[config.mk]
export PLATFORM = sky130hd
export DESIGN_NAME = serial_mult_dp
export DESIGN_NICKNAME = d
export VERILOG_FILES = /design/src/rtl/serial_mult_pkg.sv /design/src/rtl/serial_field_sr.sv /design/src/rtl/serial_mult_dp.sv
export SDC_FILE = /design/constraint.sdc
export NUM_CORES = 1
export LEC_CHECK = 0
export CAP_MARGIN = 15
export CORE_MARGIN = 3
export CORE_UTILIZATION = 45
export CTS_BUF_LIST = sky130_fd_sc_hd__clkbuf_4
export CTS_CLUSTER_SIZE = 30
export DETAILED_ROUTE_END_ITERATION = 10
export HOLD_SLACK_MARGIN = 0.15
export PLACE_DENSITY_LB_ADDON = 0.3
export SLEW_MARGIN = 20
export SYNTH_ARGS = -nofsm -noshare
export SYNTH_HDL_FRONTEND = slang
export SYNTH_HIERARCHICAL = 1
export SYNTH_SLANG_ARGS = --single-unit
export TNS_END_PERCENT = 20
[constraint.sdc]
create_clock -name clk -period 3.6 [get_ports clk]
set_input_delay 0.72 -clock clk [delete_from_list [all_inputs] [get_ports clk]]
set_output_delay 0.72 -clock clk [all_outputs]
set_load 0.02 [all_outputs]
[src/rtl/serial_mult_pkg.sv]
`default_nettype none
// ============================================================================
// Module  : serial_mult_pkg
// Brief   : Shared state encoding, frame constants and qualifier layout for
//           the serial multiplier datapath.
// Revision: 1.0 - initial release
// ============================================================================
package serial_mult_pkg;

    localparam int LEN_W = 8;

    localparam logic [2:0] ST_CAPTURE = 3'b001;
    localparam logic [2:0] ST_MULT    = 3'b010;
    localparam logic [2:0] ST_DONE    = 3'b100;

    // Same bit order as the control FSM's packed qualifier output
    typedef struct packed {
        logic length;
        logic multiplier;
        logic multiplicand;
    } qual_t;

endpackage : serial_mult_pkg
`default_nettype wire

[src/rtl/serial_field_sr.sv]
`default_nettype none
// ============================================================================
// Module  : serial_field_sr
// Brief   : MSB-first deserializing shift register with shift enable and
//           synchronous clear.
// Revision: 1.0 - initial release
// ============================================================================
module serial_field_sr #(
    parameter int WIDTH = 8
) (
    input  logic             clk,
    input  logic             rst,
    input  logic             clr,
    input  logic             shift_en,
    input  logic             din,
    output logic [WIDTH-1:0] q
);

    always_ff @(posedge clk) begin
        if (rst || clr) begin
            q <= '0;
        end else if (shift_en) begin
            q <= {q[WIDTH-2:0], din};
        end
    end

endmodule : serial_field_sr
`default_nettype wire

[src/rtl/serial_mult_dp.sv]
`default_nettype none
// ============================================================================
// Module  : serial_mult_dp
// Brief   : Deserializes length/multiplier/multiplicand fields, runs a
//           shift-add multiply and returns the product over valid/ready.
//           Define SERIAL_MULT_EARLY_TERM_EN to stop after eff_len iterations.
// Revision: 1.0 - initial release
// ============================================================================
module serial_mult_dp
    import serial_mult_pkg::*;
#(
    parameter int MAX_W = 24
) (
    input  logic                 clk,
    input  logic                 rst,
    input  logic                 serial_in,
    input  logic                 length_bit,
    input  logic                 multiplier_bit,
    input  logic                 multiplicand_bit,
    input  logic                 prod_ready,
    output logic                 prod_valid,
    output logic [2*MAX_W-1:0]   product,
    output logic [LEN_W-1:0]     mult_len,
    output logic                 busy,
    output logic                 err_len,
    output logic                 overrun
);

    localparam logic [LEN_W-1:0] C_MAX_LEN = LEN_W'(MAX_W);

    logic [2:0]         r_state;
    logic [2:0]         w_state_nxt;
    qual_t              w_qual;
    logic               w_in_cap;
    logic               w_one_qual;
    logic               w_cap_len;
    logic               w_cap_mplr;
    logic               w_cap_mcnd;
    logic               w_clr_fields;
    logic               w_eof;
    logic               w_len_bad;
    logic               w_skip_mult;
    logic               w_last_iter;
    logic [LEN_W-1:0]   w_n_iter;
    logic [LEN_W-1:0]   w_len_sr;
    logic [MAX_W-1:0]   w_mplr;
    logic [MAX_W-1:0]   w_mcnd;
    logic [2*MAX_W-1:0] w_acc_sum;

    logic               r_mcnd_q;
    logic               r_first_len;
    logic [LEN_W-1:0]   r_iter;
    logic [2*MAX_W-1:0] r_acc;
    logic [MAX_W-1:0]   r_mplr_work;
    logic [2*MAX_W-1:0] r_mcnd_sh;

    assign w_qual       = {length_bit, multiplier_bit, multiplicand_bit};
    assign w_in_cap     = (r_state == ST_CAPTURE);
    assign w_one_qual   = $onehot(w_qual);
    assign w_cap_len    = w_in_cap && w_one_qual && w_qual.length;
    assign w_cap_mplr   = w_in_cap && w_one_qual && w_qual.multiplier;
    assign w_cap_mcnd   = w_in_cap && w_one_qual && w_qual.multiplicand;
    assign w_clr_fields = w_cap_len && r_first_len;
    assign w_eof        = w_in_cap && r_mcnd_q && !multiplicand_bit;
    assign w_len_bad    = (w_len_sr > C_MAX_LEN) || (w_len_sr == '0);
    assign w_last_iter  = (r_iter == w_n_iter - 1'b1);
    assign w_acc_sum    = r_acc + (r_mplr_work[0] ? r_mcnd_sh : '0);

    serial_field_sr #(.WIDTH(LEN_W)) u_len_sr (
        .clk(clk), .rst(rst), .clr(1'b0), .shift_en(w_cap_len),
        .din(serial_in), .q(w_len_sr)
    );

    serial_field_sr #(.WIDTH(MAX_W)) u_mplr_sr (
        .clk(clk), .rst(rst), .clr(w_clr_fields), .shift_en(w_cap_mplr),
        .din(serial_in), .q(w_mplr)
    );

    serial_field_sr #(.WIDTH(MAX_W)) u_mcnd_sr (
        .clk(clk), .rst(rst), .clr(w_clr_fields), .shift_en(w_cap_mcnd),
        .din(serial_in), .q(w_mcnd)
    );

`ifdef SERIAL_MULT_EARLY_TERM_EN
    logic [LEN_W-1:0] w_eff_len;
    logic [LEN_W-1:0] r_n_iter;

    assign w_eff_len   = (w_len_sr > C_MAX_LEN) ? C_MAX_LEN : w_len_sr;
    assign w_skip_mult = (w_eff_len == '0);
    assign w_n_iter    = r_n_iter;

    always_ff @(posedge clk) begin
        if (rst) begin
            r_n_iter <= '0;
        end else if (w_eof) begin
            r_n_iter <= w_eff_len;
        end
    end
`else
    assign w_skip_mult = 1'b0;
    assign w_n_iter    = C_MAX_LEN;
`endif

    always_ff @(posedge clk) begin
        if (rst) begin
            r_state <= ST_CAPTURE;
        end else begin
            r_state <= w_state_nxt;
        end
    end

    always_comb begin
        w_state_nxt = r_state;
        case (r_state)
            ST_CAPTURE: if (w_eof)       w_state_nxt = w_skip_mult ? ST_DONE : ST_MULT;
            ST_MULT:    if (w_last_iter) w_state_nxt = ST_DONE;
            ST_DONE:    if (prod_ready)  w_state_nxt = ST_CAPTURE;
            default:                     w_state_nxt = ST_CAPTURE;
        endcase
    end

    always_comb begin
        busy       = (r_state != ST_CAPTURE);
        prod_valid = (r_state == ST_DONE);
    end

    always_ff @(posedge clk) begin
        if (rst) begin
            r_mcnd_q    <= 1'b0;
            r_first_len <= 1'b1;
            r_iter      <= '0;
            r_acc       <= '0;
            r_mplr_work <= '0;
            r_mcnd_sh   <= '0;
            product     <= '0;
            mult_len    <= '0;
            err_len     <= 1'b0;
            overrun     <= 1'b0;
        end else begin
            r_mcnd_q <= multiplicand_bit;
            if (!w_in_cap && (w_qual != '0)) begin
                overrun <= 1'b1;
            end
            case (r_state)
                ST_CAPTURE: begin
                    if (w_cap_len) begin
                        r_first_len <= 1'b0;
                    end
                    if (w_eof) begin
                        mult_len    <= w_len_sr;
                        r_iter      <= '0;
                        r_acc       <= '0;
                        r_mplr_work <= w_mplr;
                        r_mcnd_sh   <= {{MAX_W{1'b0}}, w_mcnd};
                        if (w_len_bad) begin
                            err_len <= 1'b1;
                        end
                        if (w_skip_mult) begin
                            product <= '0;
                        end
                    end
                end
                ST_MULT: begin
                    r_acc       <= w_acc_sum;
                    r_mplr_work <= r_mplr_work >> 1;
                    r_mcnd_sh   <= r_mcnd_sh << 1;
                    r_iter      <= r_iter + 1'b1;
                    if (w_last_iter) begin
                        product <= w_acc_sum;
                    end
                end
                ST_DONE: begin
                    if (prod_ready) begin
                        r_first_len <= 1'b1;
                    end
                end
                default: ;
            endcase
        end
    end

endmodule : serial_mult_dp
`default_nettype wire

==> results of run 1 <==
flip-flops by register name (all words and copies together) (netlist names):
signal	flops
overrun	1
r_iter	8
r_mcnd_q	1
r_mplr_work	24
u_mplr_sr/q	24
r_state	3
u_mcnd_sr/q	24
err_len	1
r_first_len	1
product	48
u_len_sr/q	8
mult_len	8
r_acc	48
r_mcnd_sh	48
metrics by stage:
stage / cell area (µm²) / worst slack (ns) / util (%) / hold slack (ns)
after floorplan: 12000 / 0.4864 / - / 0.4297
after global placement: 12900 / 0.2602 / 49.35 / 0.4359
after detailed placement: 12900 / 0.2094 / 49.35 / 0.4447
after CTS: 13700 / 0.1810 / 52.43 / 0.4537
after global routing: 13720 / 0.001686 / 52.48 / 0.4781
final: 13720 / 0.2603 / 52.48 / 0.4511
cell families (layout without fill, tap and decap cells):
logic type	after synthesis	count (layout)	synth area share, %
flip-flops	247	247	41.22
adder cells (fa/ha/maj)	50	50	5.341
multiplexers	59	59	4.965
AO/OA/AOI/OAI	348	348	19.08
XOR/XNOR	40	40	2.921
AND/OR/NAND/NOR	593	593	22.25
buffers and inverters	116	223	4.193
other	1	2	0.03126
cell usage in the layout (no fill, tap or decap), types with 4 or more instances in the layout:
master,n
a211o_1,5
a211oi_1,11
a21o_1,25
a21oi_1,143
a22o_1,9
a22oi_1,10
a31oi_1,7
and2_1,54
and3_1,16
and4_1,5
buf_4,25
clkbuf_4,96
clkdlybuf4s50_1,65
clkinv_1,8
dfxtp_1,247
ha_1,48
inv_1,18
mux2i_1,58
nand2_1,186
nand2b_1,7
nand3_1,71
nand4_1,10
nor2_1,198
nor2b_1,5
nor3_1,13
nor3b_1,5
nor4_1,4
o211ai_1,5
o21a_1,11
o21ai_0,29
o21ai_1,11
o21bai_1,4
o221ai_1,47
or3_1,5
xnor2_1,21
xor2_1,19
power by group:
part	internal (mW)	switching [mW]	total [mW]
Combinational	0.0857	0.160	0.246
Sequential	2.76	0.0247	2.79
Clock	1.29	1.11	2.40
worst min-delay path by stage:
stage | cells after the start | slack, ns | end
finish | 2 | 0.45 | product[21]
floorplan | 2 | 0.43 | r_acc[30]
global route | 2 | 0.48 | product[8]
global placement | 2 | 0.44 | r_acc[30]
CTS | 2 | 0.45 | product[21]
detailed placement | 2 | 0.44 | r_mplr_work[23]
worst reg2reg max path, stage by stage (launching register included):
cell and delay (ns):
dfxtp_1 0.32, buf_4 0.18, and2_1 0.17, ha_1 0.37, and4_1 0.28, and4_1 0.21, a211oi_1 0.32, o211a_1 0.24
o21ai_1 0.12, a31oi_1 0.44, o31a_1 0.27, nor4_1 0.06, a211o_1 0.25
metal layers:
metal  global-route usage (%)  part of all wire (%)  vias to the layer above
met4                    5.868                   1.8                        2
met1                    28.96                    48                     4938
met3                    4.566                   5.2                       44
li1                         -                     -                     5278
met5                        0                 0.043                        -
met2                    32.94                    45                      264
cell type report:
| cell class | count | area share (%) |
|---|---|---|
| multi-input combinational | 1091 | 47.85 |
| sequential | 247 | 36.05 |
| timing repair buffer | 94 | 6.632 |
| clock buffer | 96 | 5.254 |
| tap | 335 | 3.056 |
| clock inverter | 14 | 0.6203 |
| inverter | 19 | 0.5200 |
| antenna | 1 | 0.01824 |
what timing repair did:
item,4_1_cts,5_1_grt
buffers inserted,0,1
endpoints found under the setup margin,0,5
resized for setup,0,1
==> results.sh, run 1 <==
export IMPL_status="finished clean"
export IMPL_r2r_start="r_mplr_work[0]"
export IMPL_hold_class="reg2reg"
export IMPL_yosys_area_top_type="dfxtp_1"
export IMPL_wl_per_cell_um=15.99
export IMPL_post_route_min_period_ns=3.340
export IMPL_synth_ff_type="dfxtp_1"
export IMPL_synthToLayoutAreaGrowth_pct=14.34
export IMPL_start_util_pct=45.90
export IMPL_yosysMostFrequentCell="dfxtp_1"
export IMPL_grt_max_degree=101
export IMPL_clk_insertion_delay_late_ns=0.65
export IMPL_cp_common_cell="and4_1"
export IMPL_cts_tree="yes"
export IMPL_holdBufCountCts=0
export IMPL_grt_usage_pct=20.87
export IMPL_row_count=59
export IMPL_instances_no_fill=1897
export IMPL_maxSlewHeadroom_pct=53.46
export IMPL_cts_sinks=247
export IMPL_die_h_um=169.3
export IMPL_gp_congestion=0.9272
export IMPL_crit_arrival_ns=3.88
export IMPL_boundaryPins=67
export IMPL_synth_area_per_cell_um2=8.250
export IMPL_worst_pin_slew_ns=0.6981
export IMPL_synth_edff_count=0
export IMPL_cp_max_fo=17
export IMPL_drive_above_1_share_pct=9.481
export IMPL_die_area_mm2=0.02865
export IMPL_max_vdd_ir_drop_uv=262.8
export IMPL_hold_viol_final=0
export IMPL_antenna_found_initial=2
export IMPL_cp_slowest_cell="a31oi_1"
export IMPL_dp_cells=1785
export IMPL_rsz0062_at_grt="no"
export IMPL_ys_types=70
export IMPL_leakage_nw=5.425
export IMPL_critPathTopFamily="compound AO/OA/AOI/OAI gates"
export IMPL_avgViaCountPerCell=5.549
export IMPL_postSynthCellCount=1454
export IMPL_drtIter0Drc=677
export IMPL_crit_cells=12
export IMPL_grt_pass1_wl_um=49940
export IMPL_path_clk_slew_ns=0.07
export IMPL_clockBufferDepth=3
export IMPL_fin_setup_tns_ns=0
export IMPL_htreeDepth=3
export IMPL_skew_ns=0.03252
export IMPL_multi_input_area_mm2=0.006563
export IMPL_ys_seq_area_share_pct=41.22
export IMPL_synth_top_area_share_pct=41.22
export IMPL_setup_viol=0
export IMPL_synth_warnings=6
export IMPL_antenna_left=0
export IMPL_drv_slew=0
export IMPL_end_kind="flip-flop"
export IMPL_cap_violations=0
export IMPL_slowest_delay_ns=0.43
export IMPL_drc=0
export IMPL_synth_seq_cells=247
export IMPL_layout_nets=1578
export IMPL_reg2reg_depth=12
export IMPL_syn_area_mm2=0.01200
export IMPL_power_mw=5.437
export IMPL_worstPathRequired_ns=4.14
export IMPL_r2r_slack_ns=0.26
export IMPL_fillers=2573
export IMPL_port_buffers=66
export IMPL_dp_hpwl_um=20040
export IMPL_path_buf_inv=1
export IMPL_endpoint="product[37]"
export IMPL_synth_area_top_cells="dfxtp_1 (41%), nor2_1 (6.2%), a21oi_1 (6.0%)"
export IMPL_synthesis_nets=1511
export IMPL_crit_start="r_mplr_work[0]"
export IMPL_path_class="reg2reg"
export IMPL_finalCritPeriodShare_pct=92.77
export IMPL_synth_top_cells_by_count="dfxtp_1 (247), nor2_1 (198), nand2_1 (187), a21oi_1 (143), clkbuf_1 (73)"
export IMPL_cts_buffers_inserted=68
export IMPL_drtPass1Iterations=5
export IMPL_async_flop_share_pct=0
export IMPL_routed_via_count=10530
export IMPL_die_w_um=169.3
export IMPL_timing_fmax_mhz=299.4
export IMPL_core_area_mm2=0.02613
export IMPL_min_from="product[21]"
export IMPL_crit_chain="buf_4 -> and2_1 -> ha_1 -> and4_1 -> and4_1 -> a211oi_1 -> o211a_1 -> o21ai_1 -> a31oi_1 -> o31a_1 -> nor4_1 -> a211o_1"
export IMPL_reg2reg_to="product[37]"
export IMPL_grt_overflow_total=0
export IMPL_grt_pass1_vias=10080
export IMPL_cts_root_buf="clkbuf_4"
export IMPL_powerDensity_mw_per_mm2=396.4
export IMPL_seq_area_mm2=0.004945
export IMPL_critPathLaunchType="flip-flop"
export IMPL_drt_wl_total_um=30330
(Power assumes the default switching activity.)
==> run 2, diff against run 1 <==
--- a/config.mk
+++ b/config.mk
@@ -13,6 +13,7 @@
 export DETAILED_ROUTE_END_ITERATION = 10
 export HOLD_SLACK_MARGIN = 0.15
 export PLACE_DENSITY_LB_ADDON = 0.3
+export REMOVE_ABC_BUFFERS = 1
 export SLEW_MARGIN = 20
 export SYNTH_ARGS = -nofsm -noshare
 export SYNTH_HDL_FRONTEND = slang
==> run 2 against run 1 <==
  * Critical path type unchanged
  * Wire length decreased by 4.0%
  * First-iteration DRC count increased by 5.8%
  * Sequential share of layout area increased by 0.076 points
  * Hold slack got worse by 0.036 ns
  * Power about the same
  * Register-to-register slack got worse by 0.02 ns
  * Via count decreased by 0.86%
  * Count of clock-buffer cells in the layout decreased by 1
  * Global-route usage decreased by 0.82 points
  * Clock skew increased by 0.0057 ns
==> results.sh, run 2 (synthesized netlist as in run 1, its figures left out) <==
export IMPL_antenna_left=0
export IMPL_die_area_mm2=0.02865
export IMPL_grt_pass1_wl_um=48460
export IMPL_layout_nets=1573
export IMPL_end_kind="flip-flop"
export IMPL_setup_viol=0
export IMPL_drtPass1Iterations=5
export IMPL_worst_pin_slew_ns=0.8852
export IMPL_worstPathRequired_ns=4.15
export IMPL_grt_max_degree=110
export IMPL_grt_usage_pct=20.05
export IMPL_min_from="rst"
export IMPL_synthToLayoutAreaGrowth_pct=14.10
export IMPL_reg2reg_depth=12
export IMPL_die_h_um=169.3
export IMPL_crit_arrival_ns=3.91
export IMPL_dp_hpwl_um=18910
export IMPL_port_buffers=66
export IMPL_core_area_mm2=0.02613
export IMPL_critPathLaunchType="flip-flop"
export IMPL_cts_sinks=247
export IMPL_hold_path_end="product[36]"
export IMPL_drv_slew=0
export IMPL_finalInstanceArea_mm2=0.01369
export IMPL_skew_ns=0.03825
export IMPL_die_w_um=169.3
export IMPL_clockBufferDepth=3
export IMPL_cap_violations=0
export IMPL_drt_wl_total_um=29120
export IMPL_gp_congestion=0.8911
export IMPL_status="finished clean"
export IMPL_cts_tree="yes"
export IMPL_hold_viol_final=0
export IMPL_drtIter0Drc=716
export IMPL_wl_per_cell_um=15.40
export IMPL_drive_above_1_share_pct=9.068
export IMPL_rsz0062_at_grt="no"
export IMPL_path_class="reg2reg"
export IMPL_maxSlewHeadroom_pct=40.99
export IMPL_cts_buffers_inserted=67
export IMPL_cp_max_fo=14
export IMPL_routed_via_count=10440
export IMPL_max_vdd_ir_drop_uv=268.7
export IMPL_dp_worst_setup_slack_ns=0.2065
export IMPL_final_common_cell="dfxtp_1"
export IMPL_holdPathStages=2
export IMPL_place_area_mm2=0.01289
export IMPL_drc=0
export IMPL_r2r_start="r_mplr_work[0]"
export IMPL_dp_cells=1782
export IMPL_boundaryPins=67
export IMPL_instances_no_fill=1891
export IMPL_reg2reg_to="product[37]"
export IMPL_layout_common_cells="dfxtp_1 (247), nor2_1 (198), nand2_1 (186)"
export IMPL_r2r_slack_ns=0.24
export IMPL_grt_pass1_vias=9940
export IMPL_row_count=59
export IMPL_powerDensity_mw_per_mm2=397.5
export IMPL_biggestRegsByFlops="product (48), r_acc (48), r_mcnd_sh (48)"
export IMPL_avgViaCountPerCell=5.519
export IMPL_worst_slack_ns=0.2372
export IMPL_timing_fmax_mhz=297.4
export IMPL_antenna_found_initial=1
export IMPL_finalCritPeriodShare_pct=93.41
export IMPL_clk_insertion_delay_late_ns=0.67
export IMPL_hold_class="in2reg"
export IMPL_grt_overflow_total=0
export IMPL_start_util_pct=45.90
export IMPL_power_mw=5.440
export IMPL_leakage_nw=5.388
export IMPL_cts_root_buf="clkbuf_4"
export IMPL_post_route_min_period_ns=3.363
export IMPL_htreeDepth=3
export IMPL_cts_setup_buffers=0
export IMPL_path_clk_slew_ns=0.07
export IMPL_fillers=2553
-- run 2: area by class of cell --
type                       count  area (µm²)  area share [%]
tap                          335       419.2           3.062
timing repair buffer          90       892.1           6.518
clock buffer                  95       713.2           5.211
clock inverter                13       76.32          0.5576
multi-input combinational   1091        6568           47.98
sequential                   247        4945           36.13
antenna                        1       2.502         0.01828
inverter                      19       71.32          0.5211
-- run 2: routing by layer --
metal	global-route usage [%]	wire, µm
met5	0	0
met4	9.068	841
met3	3.611	1413
met2	31.09	12920
met1	27.37	13940
-- run 2: worst max-delay path by stage --
stage	start	end	cells past startpoint
2_1_floorplan	r_state[0]	r_acc[15]	5
3_3_place_gp	r_mplr_work[0]	product[46]	12
3_5_place_dp	r_mplr_work[0]	product[46]	12
4_1_cts	r_mplr_work[0]	product[46]	12
5_1_grt	r_mplr_work[0]	product[42]	12
6_report	r_mplr_work[0]	product[37]	12
-- run 2: what timing repair did --
item | CTS | global route
resized for setup | 0 | 2
setup endpoints to repair | 0 | 4
hold buffers | 0 | 0
-- run 2: stage by stage --
step	TNS (ns)	hold WS (ns)	util, %
6_report	0	0.4150	52.37
3_3_place_gp	0	0.4412	49.31
3_5_place_dp	0	0.4461	49.31
2_1_floorplan	-80.59	0.4251	-
4_1_cts	0	0.3627	52.33
5_1_grt	0	0.4101	52.37
-- run 2: power by group --
part | switching, mW | total, mW | internal (mW)
Combinational | 0.160 | 0.247 | 0.0872
Sequential | 0.0205 | 2.78 | 2.76
Clock | 1.14 | 2.41 | 1.27
-- run 2: worst max-delay path: stages, from the launching register on --
cell and delay [ns]:
dfxtp_1 0.34, buf_4 0.18, and2_1 0.17, ha_1 0.36
and4_1 0.27, and4_1 0.21, a211oi_1 0.31, o211a_1 0.23
o21ai_1 0.14, a31oi_1 0.47, o31a_1 0.28, nor4_1 0.06
a211o_1 0.24
==> run 3, diff against run 2 <==
--- a/config.mk
+++ b/config.mk
@@ -11,6 +11,7 @@
 export CTS_BUF_LIST = sky130_fd_sc_hd__clkbuf_4
 export CTS_CLUSTER_SIZE = 30
 export DETAILED_ROUTE_END_ITERATION = 10
+export GPL_TIMING_DRIVEN = 0
 export HOLD_SLACK_MARGIN = 0.15
 export PLACE_DENSITY_LB_ADDON = 0.3
 export REMOVE_ABC_BUFFERS = 1
==> run 3 against run 2 <==
  * Combinational power is essentially flat
  * Cell area grew 1.2%
  * First-iteration DRC count shrank 2.2%
  * Critical path type unchanged
  * Critical endpoint is now product[46]
==> results.sh, run 3 (synthesized netlist as in run 1, its figures left out) <==
export IMPL_cts_buffers_inserted=69
export IMPL_holdPathStages=2
export IMPL_max_vdd_ir_drop_uv=204.5
export IMPL_crit_start="r_mplr_work[0]"
export IMPL_grt_usage_pct=20.30
export IMPL_cts_sinks=247
export IMPL_port_buffers=66
export IMPL_wl_per_cell_um=15.38
export IMPL_worst_pin_slew_ns=0.9752
export IMPL_min_from="r_acc[33]"
export IMPL_layout_nets=1564
export IMPL_dp_worst_setup_slack_ns=-0.1109
export IMPL_grt_pass1_wl_um=48930
export IMPL_rsz0062_at_grt="yes"
export IMPL_r2r_start="r_mplr_work[0]"
export IMPL_biggestRegsByFlops="product (48), r_acc (48), r_mcnd_sh (48)"
export IMPL_critPathLaunchType="flip-flop"
export IMPL_layout_common_cells="dfxtp_1 (246), nor2_1 (195), nand2_1 (185)"
export IMPL_fillers=2517
export IMPL_drv_slew=0
export IMPL_place_area_mm2=0.01292
export IMPL_synthToLayoutAreaGrowth_pct=15.48
export IMPL_avgViaCountPerCell=5.485
export IMPL_dp_hpwl_um=19270
export IMPL_grt_max_degree=74
export IMPL_reg2reg_depth=12
export IMPL_grt_pass1_vias=10090
export IMPL_path_class="reg2reg"
export IMPL_setup_viol=0
export IMPL_drt_wl_total_um=29110
export IMPL_start_util_pct=45.90
export IMPL_finalInstanceArea_mm2=0.01385
export IMPL_status="finished clean"
export IMPL_hold_path_end="r_acc[33]"
export IMPL_cp_max_fo=43
export IMPL_crit_arrival_ns=4.08
export IMPL_worst_slack_ns=0.1207
export IMPL_skew_ns=0.04511
export IMPL_routed_via_count=10380
export IMPL_die_area_mm2=0.02865
export IMPL_gp_congestion=0.8846
export IMPL_cts_setup_buffers=0
export IMPL_r2r_slack_ns=0.12
export IMPL_cts_tree="yes"
export IMPL_path_clk_slew_ns=0.07
export IMPL_htreeDepth=3
export IMPL_drc=0
export IMPL_reg2reg_to="product[46]"
export IMPL_clockBufferDepth=3
export IMPL_cap_violations=0
export IMPL_die_w_um=169.3
export IMPL_cts_root_buf="clkbuf_4"
export IMPL_leakage_nw=5.435
export IMPL_final_common_cell="dfxtp_1"
export IMPL_drive_above_1_share_pct=9.762
export IMPL_drtIter0Drc=700
export IMPL_clk_insertion_delay_late_ns=0.66
export IMPL_powerDensity_mw_per_mm2=403.5
export IMPL_grt_overflow_total=0
export IMPL_hold_viol_final=0
export IMPL_boundaryPins=67
export IMPL_row_count=59
export IMPL_end_kind="flip-flop"
export IMPL_antenna_left=0
export IMPL_finalCritPeriodShare_pct=96.65
export IMPL_post_route_min_period_ns=3.479
export IMPL_core_area_mm2=0.02613
export IMPL_timing_fmax_mhz=287.4
export IMPL_antenna_found_initial=1
export IMPL_worstPathRequired_ns=4.20
export IMPL_hold_class="reg2reg"
export IMPL_holdBufCountCts=0
export IMPL_drtPass1Iterations=5
export IMPL_die_h_um=169.3
export IMPL_maxSlewHeadroom_pct=34.92
[run 3: layout make-up]
class	count	area [µm²]	area share [%]
multi-input cells	1091	6645	47.97
well taps	335	419.2	3.026
repair buffers	79	887.1	6.404
clock buffers	96	720.7	5.203
diodes	1	2.502	0.01807
flip-flops and latches	247	4946	35.71
clock inverters	25	158.9	1.147
inverters	19	72.57	0.5239
[run 3: per-stage QoR]
stage | setup TNS (ns) | hold slack [ns] | instances | power [mW] | util (%)
after CTS | 0 | 0.3968 | 1892 | 5.687 | 52.86
after global routing | -0.04617 | 0.4097 | 1893 | 5.879 | 53.01
final | 0 | 0.4511 | 1893 | 5.590 | 53.01
after floorplan | -80.59 | 0.4251 | 1357 | 2.989 | -
after detailed placement | -0.2518 | 0.4465 | 1771 | 3.093 | 49.44
after global placement | -717.78 | 0.4396 | 1758 | 3.073 | 48.38
[run 3: critical path: stages, from the launching register on]
cell and delay (ns):
dfxtp_2 0.42, buf_12 0.22, and2_1 0.19, ha_1 0.32, a21o_1 0.20, a2111o_1 0.44
a41oi_2 0.24, a21oi_1 0.15, a21oi_4 0.27, o21bai_2 0.15, a221o_1 0.39, mux2_4 0.32
a21oi_2 0.11
[run 3: what timing repair did]
item / in CTS / in global routing
setup endpoints to repair: 6 / 11
pin swaps: 0 / 1
resized for setup: 3 / 6
[run 3: worst max-delay path by stage]
stage,depth (start not counted),endpoint
6_report,12,product[46]
5_1_grt,12,product[46]
4_1_cts,12,product[46]
3_5_place_dp,13,product[24]
3_3_place_gp,6,r_acc[46]
2_1_floorplan,5,r_acc[15]
[run 3: report_power, final]
group | internal, mW | switching, mW | total [mW]
clock | 1.38 | 1.17 | 2.56
combinational | 0.0874 | 0.161 | 0.249
sequential | 2.76 | 0.0207 | 2.78
total | 4.23 | 1.36 | 5.59
[run 3: layer usage]
layer  track usage [%]  vias up  share of wire [%]
li1                  -     5268                  -
met1             26.96     4833                 48
met2             33.40      239                 46
met3             4.123       44                4.6
met4             6.401        0                1.9
met5                 0        -                  0
